## config.mk

```make
export PLATFORM = sky130hd
export DESIGN_NAME = target_locator
export DESIGN_NICKNAME = d
export VERILOG_FILES = /design/src/rtl/camera_pkg.sv /design/src/rtl/pos_divider.sv /design/src/rtl/target_locator.sv
export SDC_FILE = /design/constraint.sdc
export NUM_CORES = 1
export LEC_CHECK = 0
export BUFFER_PORTS_ARGS = -buffer_cell sky130_fd_sc_hd__buf_4
export CORE_MARGIN = 4
export CORE_UTILIZATION = 55
export DETAILED_ROUTE_END_ITERATION = 8
export GPL_ROUTABILITY_DRIVEN = 0
export PLACE_DENSITY = 0.74
export SYNTH_ARGS = -nofsm -noshare
export SYNTH_HDL_FRONTEND = slang
export SYNTH_HIERARCHICAL = 1
export SYNTH_SLANG_ARGS = --single-unit
```

## constraint.sdc

```tcl
create_clock -name pclk -period 2.7 [get_ports pclk]
set_clock_uncertainty 0.1 [all_clocks]
set_input_delay 0.54 -clock pclk [delete_from_list [all_inputs] [get_ports pclk]]
set_output_delay 0.54 -clock pclk [all_outputs]
set_load 0.05 [all_outputs]
```

## src/rtl/camera_pkg.sv

```systemverilog
// Shared camera-pipeline package.
// Holds the frame geometry, the detector output format, the target-locator
// state encoding and the coordinate/streak widths used by the locator and
// its divider, plus a small saturating-increment helper.
package camera_pkg;

    // Frame geometry
    localparam int H_RES      = 640;
    localparam int V_RES      = 480;
    localparam int FRAME_SIZE = H_RES * V_RES;   // 307200 pixels

    // Detector output: linear pixel index of the detection
    localparam int DET_POS_W  = 20;

    // Coordinate and arithmetic widths
    localparam int POS_W      = DET_POS_W;
    localparam int X_W        = 10;              // column 0..H_RES-1
    localparam int Y_W        = 9;               // row    0..V_RES-1
    localparam int DIV_ITERS  = Y_W;             // one quotient bit per cycle
    localparam int STREAK_W   = 8;               // hit/miss streak counters

    typedef enum logic [1:0] {
        ST_IDLE    = 2'd0,
        ST_DIVIDE  = 2'd1,
        ST_UPDATE  = 2'd2,
        ST_PUBLISH = 2'd3
    } loc_state_e;

    // Captured detector sample attributes carried through the division
    typedef struct packed {
        logic found;   // detector reported a target
        logic oor;     // pos_in was outside the frame
    } sample_t;

    function automatic logic [STREAK_W-1:0] sat_inc(input logic [STREAK_W-1:0] v);
        logic [STREAK_W-1:0] r;
        r = (v == {STREAK_W{1'b1}}) ? v : v + 1'b1;
        return r;
    endfunction

endpackage

```

## src/rtl/pos_divider.sv

```systemverilog
// pos_divider: sequential restoring divider, linear pixel index -> row/col.
// A start pulse loads the dividend; DIV_ITERS cycles later the quotient
// (row) and remainder (column) are in the output registers.
// Ports:
//   pclk, rst_n  clock / synchronous active-low reset
//   start        load dividend and begin (ignored result of any run in flight)
//   dividend     linear pixel index, sampled with start
//   done         high during the cycle whose edge performs the last
//                iteration; quotient/remainder are final the cycle after
//   quotient     row    (DIV_ITERS bits)
//   remainder    column (X_W bits)
module pos_divider #(
    parameter int DIVISOR = camera_pkg::H_RES
) (
    input  logic                           pclk,
    input  logic                           rst_n,
    input  logic                           start,
    input  logic [camera_pkg::POS_W-1:0]   dividend,
    output logic                           done,
    output logic [camera_pkg::DIV_ITERS-1:0] quotient,
    output logic [camera_pkg::X_W-1:0]     remainder
);
    import camera_pkg::*;

    localparam int CNT_W = $clog2(DIV_ITERS);
    // Divisor aligned to the top quotient bit; shifted right each iteration
    // instead of using a variable shifter.
    localparam logic [POS_W-1:0] DIV_TOP = POS_W'(DIVISOR << (DIV_ITERS - 1));
    localparam logic [CNT_W-1:0] LAST    = CNT_W'(DIV_ITERS - 1);

    logic                 run_q, run_d;
    logic [CNT_W-1:0]     cnt_q, cnt_d;
    logic [POS_W-1:0]     rem_q, rem_d;
    logic [POS_W-1:0]     dsr_q, dsr_d;
    logic [DIV_ITERS-1:0] quo_q, quo_d;
    logic                 qbit;

    always_comb begin
        run_d = run_q;
        cnt_d = cnt_q;
        rem_d = rem_q;
        dsr_d = dsr_q;
        quo_d = quo_q;
        qbit  = 1'b0;
        if (start) begin
            run_d = 1'b1;
            cnt_d = '0;
            rem_d = dividend;
            dsr_d = DIV_TOP;
            quo_d = '0;
        end else if (run_q) begin
            if (rem_q >= dsr_q) begin
                rem_d = rem_q - dsr_q;
                qbit  = 1'b1;
            end
            quo_d = {quo_q[DIV_ITERS-2:0], qbit};
            dsr_d = dsr_q >> 1;
            cnt_d = cnt_q + 1'b1;
            if (cnt_q == LAST) begin
                run_d = 1'b0;
            end
        end
    end

    always_ff @(posedge pclk) begin
        if (!rst_n) begin
            run_q <= 1'b0;
            cnt_q <= '0;
            rem_q <= '0;
            dsr_q <= '0;
            quo_q <= '0;
        end else begin
            run_q <= run_d;
            cnt_q <= cnt_d;
            rem_q <= rem_d;
            dsr_q <= dsr_d;
            quo_q <= quo_d;
        end
    end

    assign done      = run_q && (cnt_q == LAST);
    assign quotient  = quo_q;
    // For in-frame indices the remainder is below DIVISOR, so the upper bits
    // are zero; out-of-frame results are discarded by the caller.
    assign remainder = rem_q[X_W-1:0];

endmodule

```

## src/rtl/target_locator.sv

```systemverilog
// target_locator: converts per-frame detector hits (linear pixel index) into
// a filtered (x, y) track with lock/lose hysteresis.
// Each accepted frame_done takes constant latency: 1 capture cycle, 9 divide
// cycles, 1 filter-update cycle, then a one-cycle loc_valid publish.
// Ports:
//   pclk, reset          clock / synchronous active-low reset
//   frame_done           detector frame-complete pulse (qualifies found_in/pos_in)
//   found_in, pos_in     detector result for that frame
//   busy                 sample in flight
//   x_out, y_out         filtered column / row
//   loc_valid            one-cycle pulse: x/y/locked/range_err just updated
//   locked               track established
//   range_err            last sample index was outside the frame
//   overrun              one-cycle pulse: frame_done dropped because busy
module target_locator #(
    parameter int H_RES       = camera_pkg::H_RES,
    parameter int V_RES       = camera_pkg::V_RES,
    parameter int LOCK_FRAMES = 3,
    parameter int LOSE_FRAMES = 4
) (
    input  logic                         pclk,
    input  logic                         reset,
    input  logic                         frame_done,
    input  logic                         found_in,
    input  logic [camera_pkg::POS_W-1:0] pos_in,
    output logic                         busy,
    output logic [camera_pkg::X_W-1:0]   x_out,
    output logic [camera_pkg::Y_W-1:0]   y_out,
    output logic                         loc_valid,
    output logic                         locked,
    output logic                         range_err,
    output logic                         overrun
);
    import camera_pkg::*;

    localparam logic [POS_W:0]    FRAME_PIX = (POS_W + 1)'(H_RES * V_RES);
    localparam logic [STREAK_W-1:0] LOCK_N  = STREAK_W'(LOCK_FRAMES);
    localparam logic [STREAK_W-1:0] LOSE_N  = STREAK_W'(LOSE_FRAMES);

    loc_state_e            state_q, state_d;
    sample_t               smp_q, smp_d;
    logic [X_W-1:0]        x_q, x_d;
    logic [Y_W-1:0]        y_q, y_d;
    logic [STREAK_W-1:0]   hit_q, hit_d;
    logic [STREAK_W-1:0]   miss_q, miss_d;
    logic                  locked_q, locked_d;
    logic                  range_err_q, range_err_d;
    logic                  overrun_q, overrun_d;

    logic                  div_start;
    logic                  div_done;
    logic [DIV_ITERS-1:0]  div_quo;
    logic [X_W-1:0]        div_rem;
    logic                  is_hit;

    pos_divider #(
        .DIVISOR (H_RES)
    ) u_div (
        .pclk      (pclk),
        .rst_n     (reset),
        .start     (div_start),
        .dividend  (pos_in),
        .done      (div_done),
        .quotient  (div_quo),
        .remainder (div_rem)
    );

    assign is_hit = smp_q.found && !smp_q.oor;

    always_comb begin
        state_d     = state_q;
        smp_d       = smp_q;
        x_d         = x_q;
        y_d         = y_q;
        hit_d       = hit_q;
        miss_d      = miss_q;
        locked_d    = locked_q;
        range_err_d = range_err_q;
        div_start   = 1'b0;
        // Any frame_done outside IDLE (including PUBLISH) is dropped.
        overrun_d   = frame_done && (state_q != ST_IDLE);

        case (state_q)
            ST_IDLE: begin
                if (frame_done) begin
                    smp_d.found = found_in;
                    smp_d.oor   = ({1'b0, pos_in} >= FRAME_PIX);
                    div_start   = 1'b1;
                    state_d     = ST_DIVIDE;
                end
            end
            ST_DIVIDE: begin
                // Divider always runs its full iteration count, so latency
                // does not depend on found/range.
                if (div_done) begin
                    state_d = ST_UPDATE;
                end
            end
            ST_UPDATE: begin
                range_err_d = smp_q.oor;
                if (is_hit) begin
                    miss_d = '0;
                    hit_d  = sat_inc(hit_q);
                    if (hit_q == '0) begin
                        x_d = div_rem;
                        y_d = div_quo;
                    end else begin
                        // Rounded average; one extra bit keeps the sum exact.
                        x_d = X_W'(({1'b0, x_q} + {1'b0, div_rem} + (X_W + 1)'(1)) >> 1);
                        y_d = Y_W'(({1'b0, y_q} + {1'b0, div_quo} + (Y_W + 1)'(1)) >> 1);
                    end
                    if (hit_d >= LOCK_N) begin
                        locked_d = 1'b1;
                    end
                end else begin
                    hit_d  = '0;
                    miss_d = sat_inc(miss_q);
                    if (miss_d >= LOSE_N) begin
                        locked_d = 1'b0;
                    end
                end
                state_d = ST_PUBLISH;
            end
            ST_PUBLISH: begin
                state_d = ST_IDLE;
            end
            default: begin
                state_d = ST_IDLE;
            end
        endcase
    end

    always_ff @(posedge pclk) begin
        if (!reset) begin
            state_q     <= ST_IDLE;
            smp_q       <= '0;
            x_q         <= '0;
            y_q         <= '0;
            hit_q       <= '0;
            miss_q      <= '0;
            locked_q    <= 1'b0;
            range_err_q <= 1'b0;
            overrun_q   <= 1'b0;
        end else begin
            state_q     <= state_d;
            smp_q       <= smp_d;
            x_q         <= x_d;
            y_q         <= y_d;
            hit_q       <= hit_d;
            miss_q      <= miss_d;
            locked_q    <= locked_d;
            range_err_q <= range_err_d;
            overrun_q   <= overrun_d;
        end
    end

    assign busy      = (state_q != ST_IDLE);
    assign loc_valid = (state_q == ST_PUBLISH);
    assign x_out     = x_q;
    assign y_out     = y_q;
    assign locked    = locked_q;
    assign range_err = range_err_q;
    assign overrun   = overrun_q;

endmodule

```

==> impl_metrics.json, run 1 <==
{
  "yosysTopAreaCell": "dfxtp_1",
  "worstReg2RegStart": "u_div/dsr_q[13]",
  "track_usage": 0.253,
  "ys_ff_latch": 94,
  "cts_buffers": 9,
  "insertion_delay_ns": 0.35,
  "antenna_found_initial": 0,
  "synth_top_area_frac": 0.297,
  "critPathMaxFanout": 11,
  "nets": 914,
  "drive_gt1_frac": 0.180,
  "worst-endpoint-arrival_ns": 2.76,
  "whs_ns": 0.328,
  "detail-route-antenna-nets": 0,
  "grt_pass1_wl_um": 27100,
  "design_power_total_mw": 7.83,
  "critPathLaunchType": "register",
  "syn_nets": 853,
  "min_path_type": "in -> reg",
  "vias_per_cell": 6.19,
  "overflow": 0,
  "grt_max_degree": 32,
  "die_x_um": 115,
  "drt_first_iter_violations": 485,
  "endpoint": "u_div/rem_q[7]",
  "root_buffer": "clkbuf_16",
  "die_area_um2": 13300,
  "portBuffers": 47,
  "grtUsageMet2": 0.422,
  "post_cts_hold_buffer_count": 0,
  "wl_per_cell_um": 16.9,
  "p_leak_nw": 3.09,
  "slew_headroom": 0.584,
  "critical_path.cell_chain": "inv_1 -> ha_1 -> a211o_1 -> o211ai_2 -> a21oi_2 -> o41a_4 -> nor2_4 -> buf_4 -> mux2i_2 -> a211oi_2",
  "ys_warn_count": 6,
  "setup_ws_ns": 0.0736,
  "area_growth_pct": 16.6,
  "critPathRequiredTime_ns": 2.83,
  "yosys-top-cells-count": "dfxtp_1 (94), nor2_1 (79), a21oi_1 (64)",
  "cts_tree": "done",
  "met1_usage": 0.335,
  "yosysSeqAreaShare": 0.297,
  "drv_cap": 0,
  "status": "finished, final reports clean",
  "finalCritPeriodShare": 0.973,
  "wl_um": 16600,
  "slew_viol_final": 0,
  "async_flop_share": 0,
  "vias": 6116,
  "fin_crit_ns": 2.63,
  "path_class": "reg -> reg",
  "die_h_um": 115,
  "cp-startpoint": "u_div/dsr_q[13]",
  "reg2reg_depth": 10,
  "io_pins": 48,
  "htree_levels": 3,
  "cp_slowest_cell": "o41a_4",
  "slowest_delay_ns": 0.40,
  "cp-end-kind": "register",
  "synth_most_common_cell": "dfxtp_1",
  "r2r_end": "u_div/rem_q[7]",
  "grt_pass1_vias": 5588,
  "initial_core_util": 0.574,
  "cts.sinks": 94,
  "dp_hpwl_um": 12000,
  "synthDistinctLibCells": 78,
  "final.setup.tns_ns": 0,
  "synthCells": 782,
  "ys.flop_type": "dfxtp_1",
  "drc": 0,
  "reg2reg_slack_ns": 0.07,
  "synth.area.top_cells": "dfxtp_1 (30%), ha_1 (8.7%), mux2i_1 (5.9%)",
  "drtPass1Iterations": 5,
  "use_met3": 0.0400,
  "p_per_area_nw_per_um2": 1060,
  "grt-busiest-layer": "met2",
  "worstMarginPinSlew_ns": 0.622,
  "core-area_um2": 11000,
  "synth_edf_count": 0,
  "clockBufferDepth": 2,
  "synth_area_per_cell_um2": 8.09,
  "insertedDiodeCount": 0,
  "pre_cts_slack_ns": -0.0110,
  "synth_area_um2": 6330,
  "row_count": 38,
  "clk_pin_slew_ns": 0.07,
  "ir_worst_vdd_mv": 0.668,
  "min_path_cells": 3,
  "max_freq_ghz": 0.381,
  "setup_viol": 0,
  "finalHoldViolCount": 0
}
## area by class of cell
class	count	area (um2)
inverters	38	143
repair buffers	101	758
well taps	140	175
multi-input cells	599	4070
flip-flops and latches	94	1880
clock inverters	7	121
clock buffers	9	225
fillers	911	3650
## layer usage
layer | up-vias | share of wire
li1 | 2973 | -
met4 | 0 | 0.019
met2 | 243 | 0.47
met1 | 2872 | 0.43
met3 | 28 | 0.078
met5 | - | 0
## where the power goes
group,internal (mW),switching (mW)
Combinational,2.02,2.53
Sequential,1.60,0.194
Clock,0.910,0.572
Total,4.53,3.30
## per-stage QoR
step / instances / util / area, um2
CTS: 982 / 0.661 / 7290
global route: 988 / 0.669 / 7380
global placement: 962 / 0.627 / 6910
finish: 988 / 0.669 / 7380
detailed placement: 962 / 0.627 / 6910
floorplan: 782 / - / 6330
## cell families (layout without fill, tap and decap cells)
kind of cell    Yosys count  after routing  share of synthesized area
simple gates            256            256                      0.204
compound gates          231            231                      0.237
flops                    94             94                      0.297
buf+inv                  89            155                     0.0660
fa+ha+maj                47             47                     0.0965
mux                      41             41                     0.0657
xor+xnor                 24             24                     0.0332
## state kept, by name, summed over array words and instances, names as in the netlist
signal          cells
hit_q               8
u_div/rem_q        20
state_q             2
y_out               9
locked              1
u_div/run_q         1
u_div/dsr_q        18
overrun             1
u_div/quotient      9
u_div/cnt_q         4
x_out              10
range_err           1
smp_q               2
miss_q              8
## worst max-delay path: cells and delay by family (launching register included)
kind | cells | cell delay, ns
flops | 1 | 0.36
fa+ha+maj | 1 | 0.29
mux | 1 | 0.23
simple gates | 1 | 0.31
compound gates | 5 | 0.97
buf+inv | 2 | 0.24
## worst min-delay path by stage
stage                from               to
2_1_floorplan   miss_q[5]        miss_q[5]
3_3_place_gp    miss_q[5]        miss_q[5]
3_5_place_dp    miss_q[5]        miss_q[5]
4_1_cts         pos_in[2]   u_div/rem_q[2]
5_1_grt         pos_in[2]   u_div/rem_q[2]
6_report       pos_in[11]  u_div/rem_q[11]
## layout by cell type (no fill, tap or decap), drive strengths merged, types with 4 or more instances in the layout
master and count:
nor2 81, buf 101, o21a 4, a21oi 65, nor3 15, clkbuf 9
o211ai 14, nand3b 7, nand3 33, a311oi 8, dfxtp 94, xor2 10
a21boi 5, nor2b 5, xnor2 14, and2 4, o21ai 62, and3 15
mux2i 37, nor4 9, a31oi 14, a221oi 5, mux2 4, nand2b 5
nand4 12, or2 5, ha 44, nand2 50, inv 39, a211oi 8
a41oi 4, a21o 14
## what timing repair did
item                                    in CTS  in global routing
buffers inserted                             4                  6
pin swaps                                    2                  7
endpoints found under the setup margin      10                 17
gates resized for setup                      1                 11
gates cloned                                 0                  0
Note: power is estimated with default switching activity, not from simulation.
==> inputs of run 2 (changes only) <==
- CORE_ASPECT_RATIO: not set -> 0.7
- REMOVE_ABC_BUFFERS: not set -> 1
==> impl_metrics.json, run 2 (synthesis gave the netlist of run 1 again) <==
{
  "status": "finished, final reports clean",
  "io_pins": 48,
  "drtPass1Iterations": 5,
  "drv_cap": 0,
  "design_power_total_mw": 8.04,
  "final_cell_mix": "dfxtp_1 (92), buf_4 (90), nor2_1 (79)",
  "grt_pass1_vias": 5629,
  "vias_per_cell": 6.11,
  "nets": 905,
  "slew_headroom": 0.595,
  "finalCritPeriodShare": 0.972,
  "largest-register": "u_div/rem_q",
  "p_leak_nw": 3.06,
  "initial_core_util": 0.568,
  "core-area_um2": 11100,
  "wl_per_cell_um": 17.1,
  "htree_levels": 3,
  "p_per_area_nw_per_um2": 1090,
  "crit_family": "compound AO/OA/AOI/OAI gates",
  "critPathMaxFanout": 5,
  "portBuffers": 47,
  "overflow": 0,
  "cp-startpoint": "u_div/dsr_q[2]",
  "die_x_um": 136,
  "finalHoldViolCount": 0,
  "root_buffer": "clkbuf_16",
  "area_growth_pct": 16.7,
  "insertedDiodeCount": 0,
  "cp-end-kind": "register",
  "cts.sinks": 94,
  "drt_first_iter_violations": 460,
  "final.setup.tns_ns": 0,
  "cts_buffers": 9,
  "grt_pass1_wl_um": 27400,
  "clockBufferDepth": 2,
  "reg2reg_slack_ns": 0.08,
  "max_freq_ghz": 0.381,
  "cp.depth": 9,
  "worstMarginPinSlew_ns": 0.606,
  "critical_path.cell_chain": "inv_1 -> ha_1 -> a41oi_1 -> a31oi_4 -> o21ai_2 -> a311oi_4 -> nor2_4 -> or4b_1 -> nand3_1",
  "antenna_found_initial": 0,
  "die_h_um": 97.7,
  "vias": 6063,
  "row_count": 32,
  "setup_viol": 0,
  "cts_tree": "done",
  "slowest_delay_ns": 0.53,
  "drive_gt1_frac": 0.173,
  "worst-endpoint-arrival_ns": 2.81,
  "largest_reg_flops": 20,
  "fin_crit_ns": 2.62,
  "layout_commonest_cell": "dfxtp_1",
  "endpoint": "u_div/rem_q[19]",
  "insertion_delay_ns": 0.34,
  "slew_viol_final": 0,
  "critPathLaunchType": "register",
  "dp_hpwl_um": 12200,
  "ir_worst_vdd_mv": 0.605,
  "worstReg2RegStart": "u_div/dsr_q[2]",
  "track_usage": 0.247,
  "clk_pin_slew_ns": 0.06,
  "whs_ns": 0.331,
  "wl_um": 16900,
  "r2r_end": "u_div/rem_q[19]",
  "path_class": "reg -> reg",
  "nFillCells": 942,
  "path_buf_inv": 1,
  "place_inst": 966,
  "drc": 0,
  "grt_max_degree": 44,
  "die_area_um2": 13300,
  "reg2reg_depth": 9,
  "detail-route-antenna-nets": 0,
  "layout.cells.non_filler": 992,
  "min_path_type": "in -> reg",
  "critPathRequiredTime_ns": 2.88,
  "cp_slowest_cell": "or4b_1",
  "rsz0062_at_grt": "yes"
}
[run 2: cell count changes in the layout (fill, tap and decap cells not counted), moves of 2 or more]
| cell | delta |
|---|---|
| a21oi_2 | +2 |
| clkinv_4 | -2 |
| a21oi_1 | -2 |
| buf_4 | -11 |
[run 2: per-layer routing]
layer | global-route usage | up-vias | routed length (um)
met5 | 0 | - | 0
met4 | 0.0697 | 0 | 229
met3 | 0.0505 | 32 | 1220
met2 | 0.379 | 232 | 7690
met1 | 0.352 | 2855 | 7800
li1 | - | 2944 | -
[run 2: area by class of cell]
class	count	area, um2	share of cell area
Multi-Input combinational cell	600	4110	0.556
Sequential cell	94	1880	0.255
Timing Repair Buffer	91	687	0.0930
Clock buffer	10	239	0.0324
Tap cell	153	191	0.0259
Inverter	38	143	0.0193
Clock inverter	6	133	0.0180
[run 2: worst min path at each step]
| stage | from | end | slack (ns) | cells after the start |
|---|---|---|---|---|
| CTS | pos_in[2] | u_div/rem_q[2] | 0.32 | 3 |
| global route | found_in | smp_q[1] | 0.33 | 3 |
| detailed placement | miss_q[5] | miss_q[5] | 0.38 | 2 |
| floorplan | miss_q[5] | miss_q[5] | 0.36 | 2 |
| global placement | miss_q[5] | miss_q[5] | 0.38 | 2 |
| finish | pos_in[2] | u_div/rem_q[2] | 0.33 | 3 |
[run 2: timing repair]
action	4_1_cts	5_1_grt
hold buffers	0	0
gates resized for setup	3	14
gates cloned	1	0
setup endpoints to repair	10	8
pin swaps	5	6
buffers inserted	4	5
[run 2: per-stage QoR]
| step | instance area (um2) | setup WS (ns) | util |
|---|---|---|---|
| final | 7390 | 0.0764 | 0.664 |
| after global routing | 7390 | -0.0495 | 0.664 |
| after detailed placement | 6860 | -0.0917 | 0.616 |
| after global placement | 6860 | 0.0585 | 0.616 |
| after CTS | 7280 | 0.0115 | 0.654 |
| after floorplan | 6050 | -0.580 | - |
[run 2: power breakdown]
group | total, mW | internal [mW] | leakage [nW] | switching (mW)
clock | 1.57 | 1.02 | 0.179 | 0.543
combinational | 4.68 | 1.99 | 2.12 | 2.69
sequential | 1.79 | 1.60 | 0.764 | 0.194
total | 8.04 | 4.61 | 3.06 | 3.43
[run 2: worst register-to-register path, cell delays in order, from the launching register on]
cell,delay [ns]
dfxtp_1,0.36
inv_1,0.06
ha_1,0.37
a41oi_1,0.22
a31oi_4,0.22
o21ai_2,0.09
a311oi_4,0.45
nor2_4,0.08
or4b_1,0.53
nand3_1,0.09
==> inputs of run 3 (changes only) <==
- CORE_UTILIZATION: 55 -> 35
- PLACE_DENSITY: 0.74 -> not set
- RECOVER_POWER: not set -> 100
==> impl_metrics.json, run 3 (synthesis gave the netlist of run 1 again) <==
{
  "status": "finished, final reports clean",
  "drc": 0,
  "finalHoldViolCount": 0,
  "initial_core_util": 0.362,
  "worstMarginPinSlew_ns": 0.657,
  "largest_reg_flops": 20,
  "max_freq_ghz": 0.387,
  "htree_levels": 3,
  "die_area_um2": 20300,
  "p_per_area_nw_per_um2": 1050,
  "finalCritPeriodShare": 0.956,
  "drtPass1Iterations": 5,
  "path_class": "reg -> reg",
  "fin_crit_ns": 2.58,
  "grt_pass1_wl_um": 28200,
  "min_path_type": "in -> reg",
  "vias_per_cell": 5.42,
  "insertedDiodeCount": 0,
  "clk_pin_slew_ns": 0.07,
  "cts_tree": "done",
  "track_usage": 0.168,
  "min_path_cells": 3,
  "slew_viol_final": 0,
  "drt_first_iter_violations": 466,
  "cts.sinks": 94,
  "reg2reg_depth": 9,
  "critPathRequiredTime_ns": 2.83,
  "final_cell_mix": "dfxtp_1 (93), nor2_1 (80), a21oi_1 (64)",
  "vias": 5842,
  "area_growth_pct": 15.7,
  "root_buffer": "clkbuf_16",
  "ir_worst_vdd_mv": 0.522,
  "detail-route-antenna-nets": 0,
  "wl_um": 17200,
  "min_from": "pos_in[9]",
  "wl_per_cell_um": 15.9,
  "reg2reg_slack_ns": 0.12,
  "drive_gt1_frac": 0.135,
  "critPathMaxFanout": 6,
  "clockBufferDepth": 2,
  "grt_max_degree": 34,
  "row_count": 40,
  "grt_pass1_vias": 5405,
  "critPathLaunchType": "register",
  "design_power_total_mw": 7.66,
  "core-area_um2": 17500,
  "portBuffers": 47,
  "drv_cap": 0,
  "worst-endpoint-arrival_ns": 2.71,
  "nets": 912,
  "slew_headroom": 0.560,
  "largest-register": "u_div/rem_q",
  "final.setup.tns_ns": 0,
  "overflow": 0,
  "insertion_delay_ns": 0.34,
  "post_cts_hold_buffer_count": 0,
  "holdPathEnd": "u_div/rem_q[9]",
  "die_h_um": 120,
  "setup_viol": 0,
  "worstReg2RegStart": "u_div/dsr_q[6]",
  "cts_buffers": 9,
  "final_core_util": 0.419,
  "dp_hpwl_um": 12800,
  "cp-end-kind": "register",
  "io_pins": 48,
  "p_leak_nw": 2.92,
  "die_x_um": 169,
  "r2r_end": "u_div/rem_q[14]",
  "antenna_found_initial": 0,
  "layout_commonest_cell": "dfxtp_1"
}
==> run 3: cell count changes in the layout (fill, tap and decap cells not counted), sizes merged <==
| cell | change |
|---|---|
| nor2 | -1 |
| buf | -28 |
| clkbuf | +36 |
| bufinv | -3 |
| clkinv | +3 |
==> run 3: critical path: stages, from the launching register on <==
cell and delay, ns:
dfxtp_1 0.35, inv_1 0.06, ha_1 0.38, a21o_1 0.25, a31oi_2 0.26, a21boi_1 0.14
o41a_1 0.43, nor4_2 0.14, nor4_1 0.06, a311o_1 0.28
==> run 3: repair_timing <==
| action | 4_1_cts | 5_1_grt |
|---|---|---|
| endpoints found under the setup margin | 1 | 20 |
| gates resized for setup | 0 | 15 |
| buffers inserted | 2 | 3 |
| pin swaps | 1 | 3 |
==> run 3: final cells by class <==
type / instances / area (um2)
clock inverters: 6 / 61.3
clock buffers: 10 / 239
flip-flops and latches: 94 / 1880
fillers: 1806 / 10100
well taps: 231 / 289
inverters: 38 / 143
multi-input cells: 599 / 4080
repair buffers: 99 / 621
==> run 3: how the worst max path moves through the flow <==
stage                      endpoint       startpoint  slack (ns)  cells past startpoint
floorplan           u_div/rem_q[14]       state_q[0]       -0.58                      8
global placement     u_div/rem_q[1]   u_div/rem_q[0]        0.07                     12
detailed placement   u_div/rem_q[4]  u_div/dsr_q[13]        0.02                     10
CTS                 u_div/rem_q[14]   u_div/rem_q[0]        0.03                     12
global route        u_div/rem_q[14]   u_div/dsr_q[6]       -0.03                      9
finish              u_div/rem_q[14]   u_div/dsr_q[6]        0.12                      9
==> run 3: layer usage <==
metal	wire, um	track usage	up-vias
met5	0	0	-
met4	142	0.0289	0
met3	922	0.0350	12
met2	6800	0.240	144
met1	9300	0.260	2714
li1	-	-	2972
==> run 3: power breakdown <==
part | total, mW | switching, mW | internal, mW | leakage, nW
combinational | 4.58 | 2.64 | 1.94 | 2.01
clock | 1.30 | 0.558 | 0.740 | 0.148
sequential | 1.78 | 0.183 | 1.60 | 0.764
==> run 3: per-stage QoR <==
| stage | instance area (um2) | hold WS, ns | instances | setup slack [ns] |
|---|---|---|---|---|
| floorplan | 6050 | 0.359 | 731 | -0.580 |
| global placement | 7050 | 0.377 | 1056 | 0.0690 |
| detailed placement | 7050 | 0.389 | 1056 | 0.0191 |
| CTS | 7360 | 0.335 | 1074 | 0.0330 |
| global route | 7320 | 0.330 | 1077 | -0.0322 |
| finish | 7320 | 0.343 | 1077 | 0.118 |
